[src/rtl/bridge_sync_fifo.sv]
// Single-clock FIFO between the AHB-Lite slave front end and the SPI master
// engine. Pointers carry one extra wrap bit so full and empty can be told
// apart. Flags, occupancy and read data are all registered: no input reaches
// an output combinationally.
module bridge_sync_fifo #(
    parameter int DATA_WIDTH = 41,
    parameter int ADDR_WIDTH = 4
) (
    input  logic                  rd_clk,
    input  logic                  rd_rst_n,
    input  logic                  wr_en,
    input  logic [DATA_WIDTH-1:0] wr_data,
    output logic                  full,
    input  logic                  rd_en,
    output logic [DATA_WIDTH-1:0] rd_data,
    output logic                  empty,
    output logic [ADDR_WIDTH:0]   count,
    output logic                  overflow,
    output logic                  underflow
);

    localparam int DEPTH = 1 << ADDR_WIDTH;
    localparam logic [ADDR_WIDTH:0] PTR_ONE = {{ADDR_WIDTH{1'b0}}, 1'b1};

    logic [DATA_WIDTH-1:0] mem [DEPTH];

    logic [ADDR_WIDTH:0]   wr_ptr_q, wr_ptr_d;
    logic [ADDR_WIDTH:0]   rd_ptr_q, rd_ptr_d;
    logic [ADDR_WIDTH:0]   count_q, count_d;
    logic                  empty_q, empty_d;
    logic                  full_q, full_d;
    logic                  overflow_q, overflow_d;
    logic                  underflow_q, underflow_d;
    logic [DATA_WIDTH-1:0] rd_data_q, rd_data_d;

    logic                  push_ok;
    logic                  pop_ok;

    // Accept/reject decisions use the flags registered at the start of the cycle.
    always_comb begin
        push_ok     = wr_en && !full_q;
        pop_ok      = rd_en && !empty_q;
        overflow_d  = wr_en && full_q;
        underflow_d = rd_en && empty_q;

        wr_ptr_d    = push_ok ? wr_ptr_q + PTR_ONE : wr_ptr_q;
        rd_ptr_d    = pop_ok  ? rd_ptr_q + PTR_ONE : rd_ptr_q;
        rd_data_d   = pop_ok  ? mem[rd_ptr_q[ADDR_WIDTH-1:0]] : rd_data_q;

        // Flags are precomputed from the next pointers so they land on the
        // same edge as the pointer update.
        count_d     = wr_ptr_d - rd_ptr_d;
        empty_d     = (wr_ptr_d == rd_ptr_d);
        full_d      = (wr_ptr_d[ADDR_WIDTH-1:0] == rd_ptr_d[ADDR_WIDTH-1:0]) &&
                      (wr_ptr_d[ADDR_WIDTH] != rd_ptr_d[ADDR_WIDTH]);
    end

    // Storage array; deliberately not reset, contents are don't-care after reset.
    always_ff @(posedge rd_clk) begin
        if (push_ok) begin
            mem[wr_ptr_q[ADDR_WIDTH-1:0]] <= wr_data;
        end
    end

    // Pointers, flags, pulses and read data register.
    always_ff @(posedge rd_clk or negedge rd_rst_n) begin
        if (!rd_rst_n) begin
            wr_ptr_q    <= '0;
            rd_ptr_q    <= '0;
            count_q     <= '0;
            empty_q     <= 1'b1;
            full_q      <= 1'b0;
            overflow_q  <= 1'b0;
            underflow_q <= 1'b0;
            rd_data_q   <= '0;
        end else begin
            wr_ptr_q    <= wr_ptr_d;
            rd_ptr_q    <= rd_ptr_d;
            count_q     <= count_d;
            empty_q     <= empty_d;
            full_q      <= full_d;
            overflow_q  <= overflow_d;
            underflow_q <= underflow_d;
            rd_data_q   <= rd_data_d;
        end
    end

    assign full      = full_q;
    assign empty     = empty_q;
    assign count     = count_q;
    assign overflow  = overflow_q;
    assign underflow = underflow_q;
    assign rd_data   = rd_data_q;

endmodule

[config.mk]
export PLATFORM = sky130hd
export DESIGN_NAME = bridge_sync_fifo
export DESIGN_NICKNAME = d
export VERILOG_FILES = /design/src/rtl/bridge_sync_fifo.sv
export SDC_FILE = /design/constraint.sdc
export NUM_CORES = 1
export LEC_CHECK = 0
export ABC_AREA = 1
export CAP_MARGIN = 25
export CORE_MARGIN = 2
export CORE_UTILIZATION = 61
export CTS_BUF_LIST = sky130_fd_sc_hd__clkbuf_4 sky130_fd_sc_hd__clkbuf_8 sky130_fd_sc_hd__clkbuf_16
export CTS_CLUSTER_SIZE = 10
export DETAILED_ROUTE_END_ITERATION = 7
export PLACE_DENSITY = 0.79
export SLEW_MARGIN = 20
export SYNTH_ARGS = -nofsm -noshare
export SYNTH_HDL_FRONTEND = slang
export SYNTH_SLANG_ARGS = --single-unit
[constraint.sdc]
create_clock -name rd_clk -period 6.78 [get_ports rd_clk]
set_input_delay 1.356 -clock rd_clk [delete_from_list [all_inputs] [get_ports rd_clk]]
set_output_delay 1.356 -clock rd_clk [all_outputs]
set_load 0.005 [all_outputs]
==> out/summary.txt <==
Status -> finished, final reports clean
Drt pass-1 iters -> 6
Die area -> 0.04808 mm2
Rel. slew slack -> 31.98%
Setup Viol. Count Final -> 0
Initial antenna violation count -> 2
Max Cap Violations -> 0
Largest net degree at the start of global routing -> 173
Worst hold path class -> flop to flop
Crit Reg-Reg Startpoint -> rd_ptr_q[1]
Post-Place Cells -> 2791
YS warnings -> 0
Core area -> 0.04558 mm2
Setup slack, reg-to-reg -> 3490 ps
Setup CP Type -> primary input to flop
Crit path max fanout -> 22
RR Endpoint -> rd_data[23]
Hold Vio Cnt, Final -> 0
TritonCTS clock tree -> done
Setup repair after global routing missed its margin -> no
Inserted Clock Buffers -> 82
#FFs+latches synth -> 716
Maximum VDD drop -> 0.2980 mV
Leak pwr -> 11.19 nW
Number of I/O pins -> 95
Syn nets -> 2260
Register area share after synthesis -> 75.00%
CP required -> 7040 ps
Htree depth -> 3
Post-route insts no fill -> 2948
Crit. End Element -> flop
Most Crowded Layer GR -> met2
Rows -> 78
CTS hold repair buffers -> 0
GRT Overall Usage -> 28.42%
Initial Util -> 62.02%
DRC viols -> 0
Avg Inst Size Synth -> 12.81 um2
Clk root buf -> clkbuf_16
PortBufs -> 94
Layout cells sized above 1 -> 9.544%
Final RePlAce weighted congestion -> 0.8432
M3 GR Usage -> 5.405%
Worst Setup EP -> mem[9][15]
Grt met2 use -> 45.48%
Die Height -> 219.3 um
Synth Instances -> 2206
Clock Sinks -> 716
Skew-Pair Late Insertion Delay -> 620 ps
Drt wl/cell -> 22.80 um
Post-CTS Setup Bufs -> 0
CTS clk-pin slew, worst paths -> 50 ps
Total global routing overflow -> 0
Detailed Route Iter0 Violations -> 2912
Post-DRT Antenna Nets -> 0
Drt total wl -> 67.22 mm
Slew @ Worst Pin -> 1020 ps
Vias per inst -> 6.186
Synthesized area -> 0.02827 mm2
Fin crit period -> 3596 ps
Via count -> 18240
Fin crit share -> 53.03%
Post-Route Setup TNS -> 0 ps
Skew final -> 19.69 ps
Finished Cell Area -> 0.03237 mm2
Placement Cell Area -> 0.02957 mm2
Total Nets Final -> 2336
Power density cells -> 441.0 mW/mm2
Post-cts sizing count -> 0
First-pass GRT wire length -> 102.6 mm
CP Data Arrival Time -> 3860 ps
Yosys cell types -> 29
Hpwl dp -> 34.59 mm
Final Max Slew Viols -> 0
Number of global-route vias before repair -> 18050
Area grow syn2layout -> 14.52%
Startpoint Class -> primary input
Crit path from -> wr_en
Met1 Use GR -> 39.52%
Reg2reg path depth -> 6
CTS max path bufs -> 3
Die width -> 219.3 um
F_max -> 278.1 MHz
cells by family after synthesis:
logic type | share of synthesized area (%)
AOI/OAI and AO/OA | 9.039
xor gates and xnor gates | 0.1859
adders and majority gates | 0.4249
buffers and inverters | 3.284
DFF | 75.00
and+or+nand+nor | 12.06
synthesized netlist by cell type, drive strengths merged:
| cell type | number | area share, % |
|---|---|---|
| a21oi | 84 | 1.5 |
| buf | 91 | 2.2 |
| clkbuf | 48 | 0.65 |
| dfrtp | 59 | 5.2 |
| dfstp | 1 | 0.093 |
| edfxtp | 656 | 70 |
| fa | 1 | 0.071 |
| ha | 8 | 0.35 |
| inv | 34 | 0.46 |
| nand2 | 266 | 3.5 |
| nand3 | 140 | 2.5 |
| nand3b | 1 | 0.027 |
| nand4 | 5 | 0.11 |
| nor2 | 444 | 5.9 |
| o211ai | 28 | 0.92 |
| o21ai | 280 | 5.0 |
| o221ai | 54 | 1.7 |
| xnor2 | 2 | 0.062 |
| xor2 | 4 | 0.12 |
per-stage QoR:
| stage | hold slack, ps | power (mW) | worst slack, ps | utilization (%) |
|---|---|---|---|---|
| finish | 509.9 | 14.27 | 3185 | 71.03 |
| global route | 555.2 | 14.94 | 3024 | 71.02 |
| CTS | 512.5 | 14.19 | 2879 | 70.63 |
| detailed placement | 505.9 | 9.950 | 2271 | 64.87 |
| global placement | 506.5 | 9.760 | 2414 | 64.77 |
| floorplan | 480.6 | 8.575 | 2720 | - |
layout by cell type, fill, tap and decap left out, types with 4 or more instances in the layout:
cell             synthesis  routed
clkdlybuf4s50_1          0      93
o211ai_2                10      10
o211ai_1                18      18
a21oi_1                 84      84
o21ai_0                230     230
dfrtp_1                 59      56
buf_16                   0       6
ha_1                     8       8
o221ai_1                54      54
inv_1                   31      30
nor2_1                 442     425
nand3_1                140     140
clkbuf_4                 1      59
nand4_1                  5       5
buf_4                   28      29
edfxtp_1               656     656
nor2_4                   0      18
nand2_1                266     266
clkbuf_16                0      84
o21ai_1                 50      50
xor2_1                   4       4
worst min path at each step:
stage | startpoint | to | slack (ps) | cells after the start
after CTS | empty | underflow | 510 | 2
after floorplan | empty | underflow | 480 | 2
final | empty | underflow | 510 | 2
after global placement | empty | underflow | 510 | 2
after detailed placement | empty | underflow | 510 | 2
after global routing | empty | underflow | 560 | 2
sequential cells by signal, indices dropped and copies added, names as in the netlist:
name       flops
full           1
wr_ptr_q       5
empty          1
underflow      1
overflow       1
count          5
rd_ptr_q       5
rd_data       41
mem          656
routing by layer:
layer,wire [um],part of all wire [%]
met1,26450,39
met2,32470,48
met5,11,0.016
met4,1654,2.5
met3,6630,9.9
where the power goes:
group	switching [mW]	internal [mW]	total, mW	leakage (nW)
combinational	2.86	1.37	4.23	3.24
sequential	0.378	5.41	5.79	6.61
clock	1.66	2.59	4.25	1.35
critical path: stages:
cell and delay (ps):
clkdlybuf4s50_1 580, inv_1 80, nor2_2 290, nand2_1 320
nor2_4 690, buf_4 490
area by class of cell:
| cell class | instances | area [um2] |
|---|---|---|
| sequential | 716 | 21210 |
| antenna | 1 | 2.502 |
| inverter | 34 | 140.1 |
| timing repair buffer | 131 | 1374 |
| tap | 600 | 750.7 |
| clock inverter | 5 | 65.06 |
| multi-input combinational | 1317 | 6270 |
| clock buffer | 144 | 2559 |
| fill | 2808 | 13210 |
Power figures use the tool's default switching activity.
==> patch: new RTL, same settings <==
The output `count` loses its register stage (`count_q` becomes a continuous assignment).
--- a/src/rtl/bridge_sync_fifo.sv
+++ b/src/rtl/bridge_sync_fifo.sv
@@ -69,3 +69,2 @@
             rd_ptr_q    <= '0;
-            count_q     <= '0;
             empty_q     <= 1'b1;
@@ -78,3 +77,2 @@
             rd_ptr_q    <= rd_ptr_d;
-            count_q     <= count_d;
             empty_q     <= empty_d;
@@ -86,2 +84,4 @@
     end
+
+    assign count_q = count_d;
 
Check against the original RTL: not equivalent (Yosys sat finds a counterexample within 4 cycles, from zero or initial values and one cycle with rd_rst_n low).
==> patch against the unedited design <==
Worst hold slack better by 19 ps. Wire length is 0.96% lower. Global-route usage is 0.22 points lower. Area after synthesis fell by 0.44%. Core utilization down 0.33 points. Cell count shrank 0.14%. Clock skew grew 10 ps. Sequential cell count fell by 5. Design area decreased by 0.68%. Non-clock buffer count fell by 2. Total power is 0.66% lower. Setup slack worse by 2000 ps. Clock power fell by 1%. Largest power group unchanged.
==> patch: results (changes against the unedited design) <==
* Status: complete, no violations
* Fraction of registers with async set/reset at 7.736% (-0.64 points)
* Hpwl dp at 34,460 um (-0.36%)
* Number of DRC markers in iteration 0 at 2,199 (-24%)
* Final period util at 82.38% (+29 points)
* DR WL/cell at 22.61 um (-0.83%)
* Fill count at 2,957 (+5.3%)
* Top cells by area, synth: edfxtp_1 (70%), nor2_1 (5.9%), dfrtp_1 (4.8%), o21ai_0 (4.1%), nand2_1 (3.5%)
* Worst Hold Path EP: rd_data[8]$_DFFE_PN0N_
* Worst EP arrival at 4230 ps (+370 ps)
* Hold Slack at 529.0 ps (+19.14 ps)
* First-pass GRT wire length at 101,800 um (-0.75%)
* Total CTS buffers at 81 (-1.2%)
* Iteration count of the initial detailed-routing pass at 7 (+1)
* RR Endpoint: rd_data[21]$_DFFE_PN0N_
* Sequential share of the synthesized area at 74.89% (-0.11 points)
* Worst Hold Launch: rd_data[8]$_DFFE_PN0N_
* Dpl ws at 1261 ps (-1010 ps)
* Leakage at 0.01109 uW (-0.97%)
* Inst Count DP at 2,790 (-0.036%)
* Largest net degree at the start of global routing at 190 (+9.8%)
* Max VDD drop at 0.5855 mV (+96%)
* Placed Instance Area at 29,500 sq um (-0.21%)
* Flop-to-flop setup slack at 3370 ps (-120 ps)
* Vias at 18,310 (+0.41%)
## patch: metal layers
layer	vias up	track usage, %	routed length (um)	share of wire (%)
li1	8086	-	-	-
met1	9066	38.94	25880	39
met2	1020	45.37	32870	49
met3	139	4.421	5928	8.9
met4	0	11.89	1899	2.9
met5	-	0	0	0
## patch: how the worst max path moves through the flow
stage | from | end | depth (start not counted)
final | wr_en | count[4] | 13
after global routing | wr_en | count[4] | 13
after CTS | wr_en | count[4] | 13
after detailed placement | wr_en | count[4] | 13
after global placement | wr_en | count[4] | 13
after floorplan | wr_en | count[4] | 9
## patch: area by class of cell
| class | instances | area, sq um | share of cell area, % |
|---|---|---|---|
| Sequential cell | 711 | 21090 | 65.58 |
| Multi-Input combinational cell | 1317 | 6270 | 19.50 |
| Clock buffer | 142 | 2502 | 7.783 |
| Timing Repair Buffer | 129 | 1286 | 4.001 |
| Tap cell | 600 | 750.7 | 2.335 |
| Inverter | 34 | 140.1 | 0.4359 |
| Clock inverter | 8 | 108.9 | 0.3386 |
| Antenna cell | 3 | 7.507 | 0.02335 |
## patch: critical path, stage by stage
cell	delay, ps
clkdlybuf4s50_1	550
inv_1	70
nor2_2	280
inv_1	90
o21ai_0	410
inv_1	140
fa_1	460
inv_1	70
nand4_1	110
nand2_1	80
nand2_1	40
nand2_1	60
clkdlybuf4s50_1	500
## patch: kinds of logic after synthesis
logic type	Yosys count	share of synthesized area, %
flip-flops	711	74.89
adder cells (fa/ha/maj)	9	0.4268
buffers and inverters	173	3.299
AO/OA/AOI/OAI	446	9.079
XOR/XNOR	6	0.1867
AND/OR/NAND/NOR	856	12.12
## patch: power breakdown
part	switching (uW)	internal (uW)	total, uW
clock	1650	2550	4200
sequential	359	5360	5720
combinational	2850	1410	4260
total	4860	9320	14200
